<file path="src/rtl/arp_responder_multi.sv">
// ARP responder for NIP local IPv4 addresses with a DEPTH-entry pending-reply FIFO.
// Define ARP_PAD_EN to pad each reply payload to the 46-byte Ethernet minimum.
module arp_responder_multi #(
  parameter int NIP   = 4,
  parameter int DEPTH = 4
) (
  input  logic                     clk,
  input  logic                     reset_n,
  input  logic [47:0]              mac,
  input  logic [NIP*32-1:0]        ip_list,
  input  logic [NIP-1:0]           ip_valid,
  input  logic                     rx_newframehead,
  input  logic [15:0]              rx_ethertype,
  input  logic                     rx_dven,
  input  logic [7:0]               rx_data,
  input  logic                     rx_err,
  output logic                     tx_request,
  input  logic                     tx_ack,
  output logic                     tx_dven,
  output logic [7:0]               tx_data,
  output logic [47:0]              tx_smac,
  output logic [47:0]              tx_dmac,
  output logic [15:0]              tx_ethertype,
  output logic [15:0]              reply_cnt,
  output logic [15:0]              drop_cnt,
  output logic [$clog2(DEPTH):0]   fifo_level
);
  localparam int AW = $clog2(DEPTH);

  typedef struct packed {
    logic [47:0] sha;
    logic [31:0] spa;
    logic [31:0] tpa;
  } req_t;

  typedef enum logic [1:0] {RX_IDLE, RX_HEAD, RX_DRAIN, RX_CHECK} rx_st_t;
  typedef enum logic [2:0] {
    TX_IDLE, TX_REQ, TX_START, TX_HEAD,
`ifdef ARP_PAD_EN
    TX_PAD,
`endif
    TX_TAIL
  } tx_st_t;

  logic        r_nfh, r_dven, r_err;
  logic [15:0] r_et;
  logic [7:0]  r_data;

  always_ff @(posedge clk or negedge reset_n) begin
    if (!reset_n) begin
      r_nfh  <= 1'b0;
      r_dven <= 1'b0;
      r_err  <= 1'b0;
      r_et   <= '0;
      r_data <= '0;
    end else begin
      r_nfh  <= rx_newframehead;
      r_dven <= rx_dven;
      r_err  <= rx_err;
      r_et   <= rx_ethertype;
      r_data <= rx_data;
    end
  end

  // ---------------- RX ----------------
  rx_st_t         rx_st, rx_nxt;
  logic [4:0]     rx_cnt;
  logic           rx_errf;
  logic [223:0]   hdr;
  logic [NIP-1:0] ip_hit;
  logic           hdr_ok, accept;

  always_comb begin
    rx_nxt = rx_st;
    case (rx_st)
      RX_IDLE:  if (r_nfh && r_et == 16'h0806) rx_nxt = RX_HEAD;
      RX_HEAD:  if (!r_dven) rx_nxt = RX_IDLE;
                else if (rx_cnt == 5'd27) rx_nxt = RX_DRAIN;
      RX_DRAIN: if (!r_dven) rx_nxt = RX_CHECK;
      RX_CHECK: rx_nxt = RX_IDLE;
      default:  rx_nxt = RX_IDLE;
    endcase
  end

  always_ff @(posedge clk or negedge reset_n) begin
    if (!reset_n) begin
      rx_st   <= RX_IDLE;
      rx_cnt  <= '0;
      rx_errf <= 1'b0;
      hdr     <= '0;
    end else begin
      rx_st <= rx_nxt;
      if (rx_st == RX_IDLE) begin
        rx_cnt  <= '0;
        rx_errf <= 1'b0;
      end else if (rx_st == RX_HEAD && r_dven) begin
        hdr     <= {hdr[215:0], r_data};
        rx_cnt  <= rx_cnt + 5'd1;
        rx_errf <= rx_errf | r_err;
      end
    end
  end

  // Only the matched TPA is queued, so any hit is equivalent to the lowest one.
  always_comb begin
    ip_hit = '0;
    for (int k = 0; k < NIP; k++)
      ip_hit[k] = ip_valid[k] && (ip_list[32*k +: 32] == hdr[31:0]);
  end

  assign hdr_ok = !rx_errf && hdr[223:208] == 16'h0001 && hdr[207:192] == 16'h0800 &&
                  hdr[191:184] == 8'd6 && hdr[183:176] == 8'd4 && hdr[175:160] == 16'h0001;
  assign accept = (rx_st == RX_CHECK) && hdr_ok && |ip_hit;

  // ---------------- FIFO ----------------
  req_t          mem [DEPTH];
  logic [AW-1:0] wr_ptr, rd_ptr;
  logic          full, push, pop;
  req_t          q;
  tx_st_t        tx_st, tx_nxt;

  assign full = (fifo_level == (AW+1)'(DEPTH));
  assign push = accept && !full;
  assign pop  = (tx_st == TX_START);
  assign q    = mem[rd_ptr];

  always_ff @(posedge clk)
    if (push) mem[wr_ptr] <= '{sha: hdr[159:112], spa: hdr[111:80], tpa: hdr[31:0]};

  always_ff @(posedge clk or negedge reset_n) begin
    if (!reset_n) begin
      wr_ptr     <= '0;
      rd_ptr     <= '0;
      fifo_level <= '0;
      drop_cnt   <= '0;
    end else begin
      if (push) wr_ptr <= wr_ptr + 1'b1;
      if (pop)  rd_ptr <= rd_ptr + 1'b1;
      case ({push, pop})
        2'b10:   fifo_level <= fifo_level + 1'b1;
        2'b01:   fifo_level <= fifo_level - 1'b1;
        default: ;
      endcase
      if (accept && full && drop_cnt != 16'hFFFF) drop_cnt <= drop_cnt + 16'd1;
    end
  end

  // ---------------- TX ----------------
  logic [4:0]   tx_cnt;
  logic [223:0] tx_sh;

  always_comb begin
    tx_nxt = tx_st;
    case (tx_st)
      TX_IDLE:  if (fifo_level != '0) tx_nxt = TX_REQ;
      TX_REQ:   if (tx_ack) tx_nxt = TX_START;
      TX_START: tx_nxt = TX_HEAD;
`ifdef ARP_PAD_EN
      TX_HEAD:  if (tx_cnt == 5'd27) tx_nxt = TX_PAD;
      TX_PAD:   if (tx_cnt == 5'd17) tx_nxt = TX_TAIL;
`else
      TX_HEAD:  if (tx_cnt == 5'd27) tx_nxt = TX_TAIL;
`endif
      TX_TAIL:  tx_nxt = TX_IDLE;
      default:  tx_nxt = TX_IDLE;
    endcase
  end

  always_ff @(posedge clk or negedge reset_n) begin
    if (!reset_n) begin
      tx_st     <= TX_IDLE;
      tx_cnt    <= '0;
      tx_sh     <= '0;
      tx_smac   <= '0;
      tx_dmac   <= '0;
      reply_cnt <= '0;
    end else begin
      tx_st <= tx_nxt;
      case (tx_st)
        TX_START: begin
          tx_sh   <= {16'h0001, 16'h0800, 8'd6, 8'd4, 16'h0002, mac, q.tpa, q.sha, q.spa};
          tx_smac <= mac;
          tx_dmac <= q.sha;
          tx_cnt  <= '0;
        end
        TX_HEAD: begin
          tx_sh  <= {tx_sh[215:0], 8'h00};
          tx_cnt <= (tx_cnt == 5'd27) ? 5'd0 : tx_cnt + 5'd1;
        end
`ifdef ARP_PAD_EN
        TX_PAD:  tx_cnt <= tx_cnt + 5'd1;
`endif
        TX_TAIL: if (reply_cnt != 16'hFFFF) reply_cnt <= reply_cnt + 16'd1;
        default: ;
      endcase
    end
  end

  assign tx_request   = (tx_st == TX_REQ);
`ifdef ARP_PAD_EN
  assign tx_dven      = (tx_st == TX_HEAD) || (tx_st == TX_PAD);
`else
  assign tx_dven      = (tx_st == TX_HEAD);
`endif
  assign tx_data      = (tx_st == TX_HEAD) ? tx_sh[223:216] : 8'h00;
  assign tx_ethertype = 16'h0806;

endmodule
</file>
<file path="config.mk">
export PLATFORM = sky130hd
export DESIGN_NAME = arp_responder_multi
export DESIGN_NICKNAME = d
export VERILOG_FILES = /design/src/rtl/arp_responder_multi.sv
export SDC_FILE = /design/constraint.sdc
export NUM_CORES = 2
export LEC_CHECK = 0
export ABC_CLOCK_PERIOD_IN_PS = 9980
export BUFFER_PORTS_ARGS = -buffer_cell sky130_fd_sc_hd__buf_2
export CORE_ASPECT_RATIO = 1.2
export CORE_MARGIN = 1.5
export CORE_UTILIZATION = 45
export CTS_CLUSTER_DIAMETER = 200
export DETAILED_ROUTE_END_ITERATION = 10
export PLACE_DENSITY = 0.65
export SLEW_MARGIN = 20
export SYNTH_ARGS = -nofsm -noshare
export SYNTH_HDL_FRONTEND = slang
export SYNTH_SLANG_ARGS = --single-unit
export TNS_END_PERCENT = 10
</file>
<file path="constraint.sdc">
create_clock -name clk -period 9.98 [get_ports clk]
set_input_delay 0.499 -clock clk [delete_from_list [all_inputs] [get_ports clk]]
set_output_delay 0.499 -clock clk [all_outputs]
set_load 0.01 [all_outputs]
</file>
## After elaboration in Yosys (flattened, before gate mapping)

Memory sizes are Yosys's and may differ from the RTL's.
Cells that the tools add are included.

| storage, ports and cells | value |
|---|---|
| output and inout port bits | 157 |
| memories kept | 1 |
| bits in writable memories | 448 |
| bits in latches | 0 |
| ROM bits | 0 |
| register bits | 626 |
| word-level logic and storage cells | 109 |

Memories:

| memory | words | width | rd ports | clocked after memory_dff | wr ports | line | text |
|---|---|---|---|---|---|---|---|
| mem | 4 | 112 | 1 | 0 | 1 | 116 | `req_t mem [DEPTH];` |

| operators by class | value |
|---|---|
| equal/unequal tests | 30 |
| multipliers | 0 |
| bitwise gates (word level) | 2 |
| order comparisons | 0 |
| $add $sub $neg | 8 |
| divide/modulo/power cells | 0 |
| reduce and logical (&&, ||, !) cells | 29 |
| multiplexer cells | 20 |
| shifts and indexed selects | 0 |

Operators by type and width:

| operator | number |
|---|---|
| $pmux W224 S2 | 1 |
| $eq A32 B32 Y1 | 4 |
| $add A16 B1 Y16 const B | 2 |
| $eq A16 B1 Y1 const B | 2 |
| $eq A16 B12 Y1 const B | 2 |
| $ne A16 B16 Y1 const B | 2 |
| $eq A8 B3 Y1 const B | 2 |
| $logic_and A1 B1 Y1 | 16 |
| $mux W5 | 3 |
| $pmux W3 S4 | 1 |
| $add A5 B1 Y5 const B | 2 |
| $eq A5 B5 Y1 const B | 2 |
| $pmux W5 S2 | 1 |
| $mux W3 | 3 |
| $mux W2 | 4 |
| $mux W8 | 1 |
| $pmux W2 S4 | 1 |
| $eq A2 B2 Y1 const B | 3 |
| $eq A3 B2 Y1 const B | 2 |
| $eq A3 B3 Y1 const B | 2 |
| $ne A2 B2 Y1 const B | 3 |
| $pmux W3 S2 | 1 |
| $reduce_and A3 Y1 | 2 |
| $reduce_bool A2 Y1 | 3 |
| 16 further kinds | 24 |

## Longest topological paths before layout

| depth | value |
|---|---|
| word-level depth | 11 |
| mapped depth | 14 |
| mapped depth without buffers | 13 |

## Worst setup path before layout

No wires, ideal clock.

| path | value |
|---|---|
| kind | register to register |
| start point | register hdr[21] |
| end point | memory mem[0][0] in the netlist's numbering (enable) |
| clock period less this slack | 4.815 ns |
| path buffers | 1 |
| stages on the path, launching flop included | 9 |
| data arrival time | 4.331 ns |
| path slack | 5.165 ns |
| path through | dfrtp_1 > buf_2 > xor2_1 > nor4_1 > nand4_1 > nor3_1 > or4_1 > nor3b_2 > and2_1 |

| on the way | value |
|---|---|
| cells in the longest elaborated chain, start to end | 7 |

Ends and longest elaborated chain:

| element | line | text |
|---|---|---|
| from (decl) | 69 | `logic [223:0] hdr;` |
| from (signal assigned) | 97 | `hdr <= {hdr[215:0], r_data};` |
| $eq A32 B32 Y1 | 108 | `ip_hit[k] = ip_valid[k] && (ip_list[32*k +: 32] == hdr[31:0]);` |
| $logic_and A1 B1 Y1 | 108 |  |
| $reduce_or A4 Y1 * | 113 | `assign accept = (rx_st == RX_CHECK) && hdr_ok && \|ip_hit;` |
| $logic_and A1 B1 Y1 * | 113 |  |
| $logic_and A1 B1 Y1 * | 123 | `assign push = accept && !full;` |
| $mux W1 * | 128 | `if (push) mem[wr_ptr] <= '{sha: hdr[159:112], spa: hdr[111:80], tpa: hdr[31:0]};` |
| $mux W1 (implied by the code) * | 128 |  |
| to (decl) | 116 |  |

Mark *: on every way between the ends. The rest lies on a longest branch, timed or not.

## Final worst setup path

| path | value |
|---|---|
| start point | register hdr[14] |
| end point | memory mem[1][34] in the netlist's numbering (enable) |

Same word-level chain as after synthesis.

==> flow_summary.json <==
{
  "grt_max_degree": 231,
  "ys.flop_type": "dfrtp_1",
  "fmax_mhz": 209,
  "die-area_um2": 97000,
  "synthDistinctLibCells": 45,
  "worst_pin_slew_ps": 995,
  "ant_nets": 0,
  "dr.pass1.iters": 5,
  "setup_ws_ps": 5200,
  "critPathLaunchType": "flop",
  "synth_top_area_cell": "dfrtp_1",
  "setup_viol": 0,
  "htree_levels": 3,
  "rsz0062_at_grt": "no",
  "vias": 24800,
  "num_antenna_cells": 0,
  "root_buffer": "clkbuf_16",
  "cp-startpoint": "hdr[14]",
  "yosysWarnings": 0,
  "nets": 3751,
  "start_util": 0.455,
  "whs_ps": 100,
  "via_per_inst": 5.10,
  "final_common_cell": "nand2_1",
  "rr_endpoint": "mem[1][34]",
  "clk_pin_slew_ps": 60,
  "synth_seq_cells": 1074,
  "setup.reg_to_reg.worst_slack_ps": 5200,
  "worstReg2RegStart": "hdr[14]",
  "drv_slew": 0,
  "hold_viol_final": 0,
  "cts_tree": "built",
  "final_cell_mix": "nand2_1, dfrtp_1, edfxtp_1",
  "fp.dieW_um": 285,
  "ys_seq_area_frac": 0.680,
  "synth.avg_cell_area_um2": 13.3,
  "drive_gt1_frac": 0.210,
  "synth_area_leaders": "dfrtp_1, edfxtp_1, nand2_1, mux4_2, mux2i_1",
  "power.leakage_nw": 22.8,
  "drc": 0,
  "skew_ps": 22.1,
  "cp-end-kind": "flop",
  "endpoint": "mem[1][34]",
  "async_flop_share": 0.583,
  "portBuffers": 350,
  "grt_pass1_vias": 25300,
  "cts.path.max_buffers": 3,
  "period_share": 0.479,
  "arrival_ps": 5060,
  "avgRoutedWirePerCell_um": 19.1,
  "period_needed_ps": 4780,
  "pre_cts_slack_ps": 5180,
  "p_per_area_nw_per_um2": 229,
  "cts_sinks": 1074,
  "die_height_um": 341,
  "total_power_mw": 11.3,
  "synth-edff-count": 448,
  "r2r_cells": 9,
  "antenna_found_initial": 1,
  "crit_type": "reg -> reg",
  "io_pins": 367,
  "gp_congestion": 0.827,
  "cp.required_ps": 10260,
  "synth_cells": 3222,
  "worstSkewPairLatency_ps": 670,
  "timing.setup.tns_ps": 0,
  "coreArea_um2": 94000,
  "cts_setup_buffers": 0,
  "dpl.hpwl_um": 56500,
  "synth_area_um2": 42800,
  "irDropWorstVdd_mv": 0.178,
  "drt_wl_total_um": 92900,
  "numCtsBuffers": 102,
  "rows": 123,
  "grt_pass1_wl_um": 147000,
  "area_growth_pct": 15.2,
  "max-cap-violations": 0,
  "max-slew-margin-rel": 0.336,
  "drtIter0Drc": 1588,
  "yosys.area.top_type_share": 0.366,
  "hp-class": "in -> reg",
  "grt_usage": 0.192,
  "overflow": 0,
  "crit_fanout": 60,
  "status": "completed"
}
-- sequential cells by signal, indices dropped and copies added (netlist names), 2 cells and up, named ones only --
signal      count
mem           448
tx_st           3
tx_cnt          5
tx_smac        48
r_et           16
rx_cnt          5
wr_ptr          2
tx_sh         224
r_data          8
drop_cnt       16
tx_dmac        48
hdr           224
reply_cnt      16
fifo_level      3
rd_ptr          2
-- metal layers --
| metal | routed length [um] | share of wire | global-route usage |
|---|---|---|---|
| met5 | 0 | 0 | 0 |
| met1 | 39200 | 0.42 | 0.252 |
| met4 | 2400 | 0.026 | 0.0611 |
| met2 | 47700 | 0.51 | 0.331 |
| met3 | 3550 | 0.038 | 0.0275 |
-- worst max-delay path, cell delays in order, from the launching register on --
cell,delay [ps]
dfrtp_1,580
xor2_1,230
nor4_1,470
nand4_1,280
nor3_1,260
or4_1,200
nor3b_2,440
and2_4,220
buf_4,690
buf_4,840
-- worst min-delay path by stage --
| stage | startpoint | end | slack [ps] | cells past startpoint |
|---|---|---|---|---|
| floorplan | reset_n | asynchronous set/reset pin | 200 | 0 |
| global placement | r_data[6] | hdr[6] | 420 | 2 |
| detailed placement | r_data[6] | hdr[6] | 420 | 2 |
| CTS | mac[28] | tx_smac[28] | 60 | 2 |
| global route | mac[28] | tx_smac[28] | 80 | 2 |
| finish | mac[10] | tx_smac[10] | 100 | 2 |
-- synth_stat cells, drive strengths merged, types with 2 or more instances --
cell type	instances
a21oi	3
a22o	9
a31oi	6
and2	5
and3	13
and4	2
buf	74
clkbuf	139
conb	2
dfrtp	626
edfxtp	448
ha	9
inv	15
mux2	98
mux2i	154
mux4	112
nand2	960
nand2b	3
nand3	84
nand3b	2
nand4	23
nand4b	2
nor2	23
nor2b	2
nor3	12
nor3b	5
nor4	39
nor4b	8
o21a	2
o21ai	170
xnor2	32
xor2	132
-- cell families (layout without fill, tap and decap cells) --
kind of cell             after synthesis  in the layout  synth area share
flip-flops                          1074           1074             0.680
adder cells (fa/ha/maj)               10             10           0.00310
other                                  2             16          0.000175
buffers and inverters                228            613            0.0239
AO/OA/AOI/OAI                        193            193            0.0239
AND/OR/NAND/NOR                     1187           1187             0.115
multiplexers                         364            364             0.121
XOR/XNOR                             164            164            0.0335
-- final cells by class --
type                    instances  area [um2]
clock buffers                 139        2830
inverters                      15        56.3
repair buffers                404        2310
multi-input cells            1934       12800
fillers                      7921       44700
flip-flops and latches       1074       29100
clock inverters                55         638
well taps                    1250        1560
-- per-stage QoR --
step                instances  instance area, um2  utilization
global placement         4649               45600        0.484
global route             4871               49300        0.524
detailed placement       4649               45600        0.484
CTS                      4871               49300        0.524
floorplan                3236               42900            -
finish                   4871               49300        0.524
-- what timing repair did --
item | 4_1_cts | 5_1_grt
endpoints found under the setup margin | 0 | 0
resized for setup | 0 | 0
hold buffers | 28 | 0
hold endpoints to repair | 121 | 0
-- where the power goes --
part | internal, mW | switching (mW) | leakage, nW
logic | 0.842 | 1.21 | 7.98
registers | 4.95 | 0.329 | 13.2
clock network | 2.29 | 1.66 | 1.69
Power figures use the tool's default switching activity.
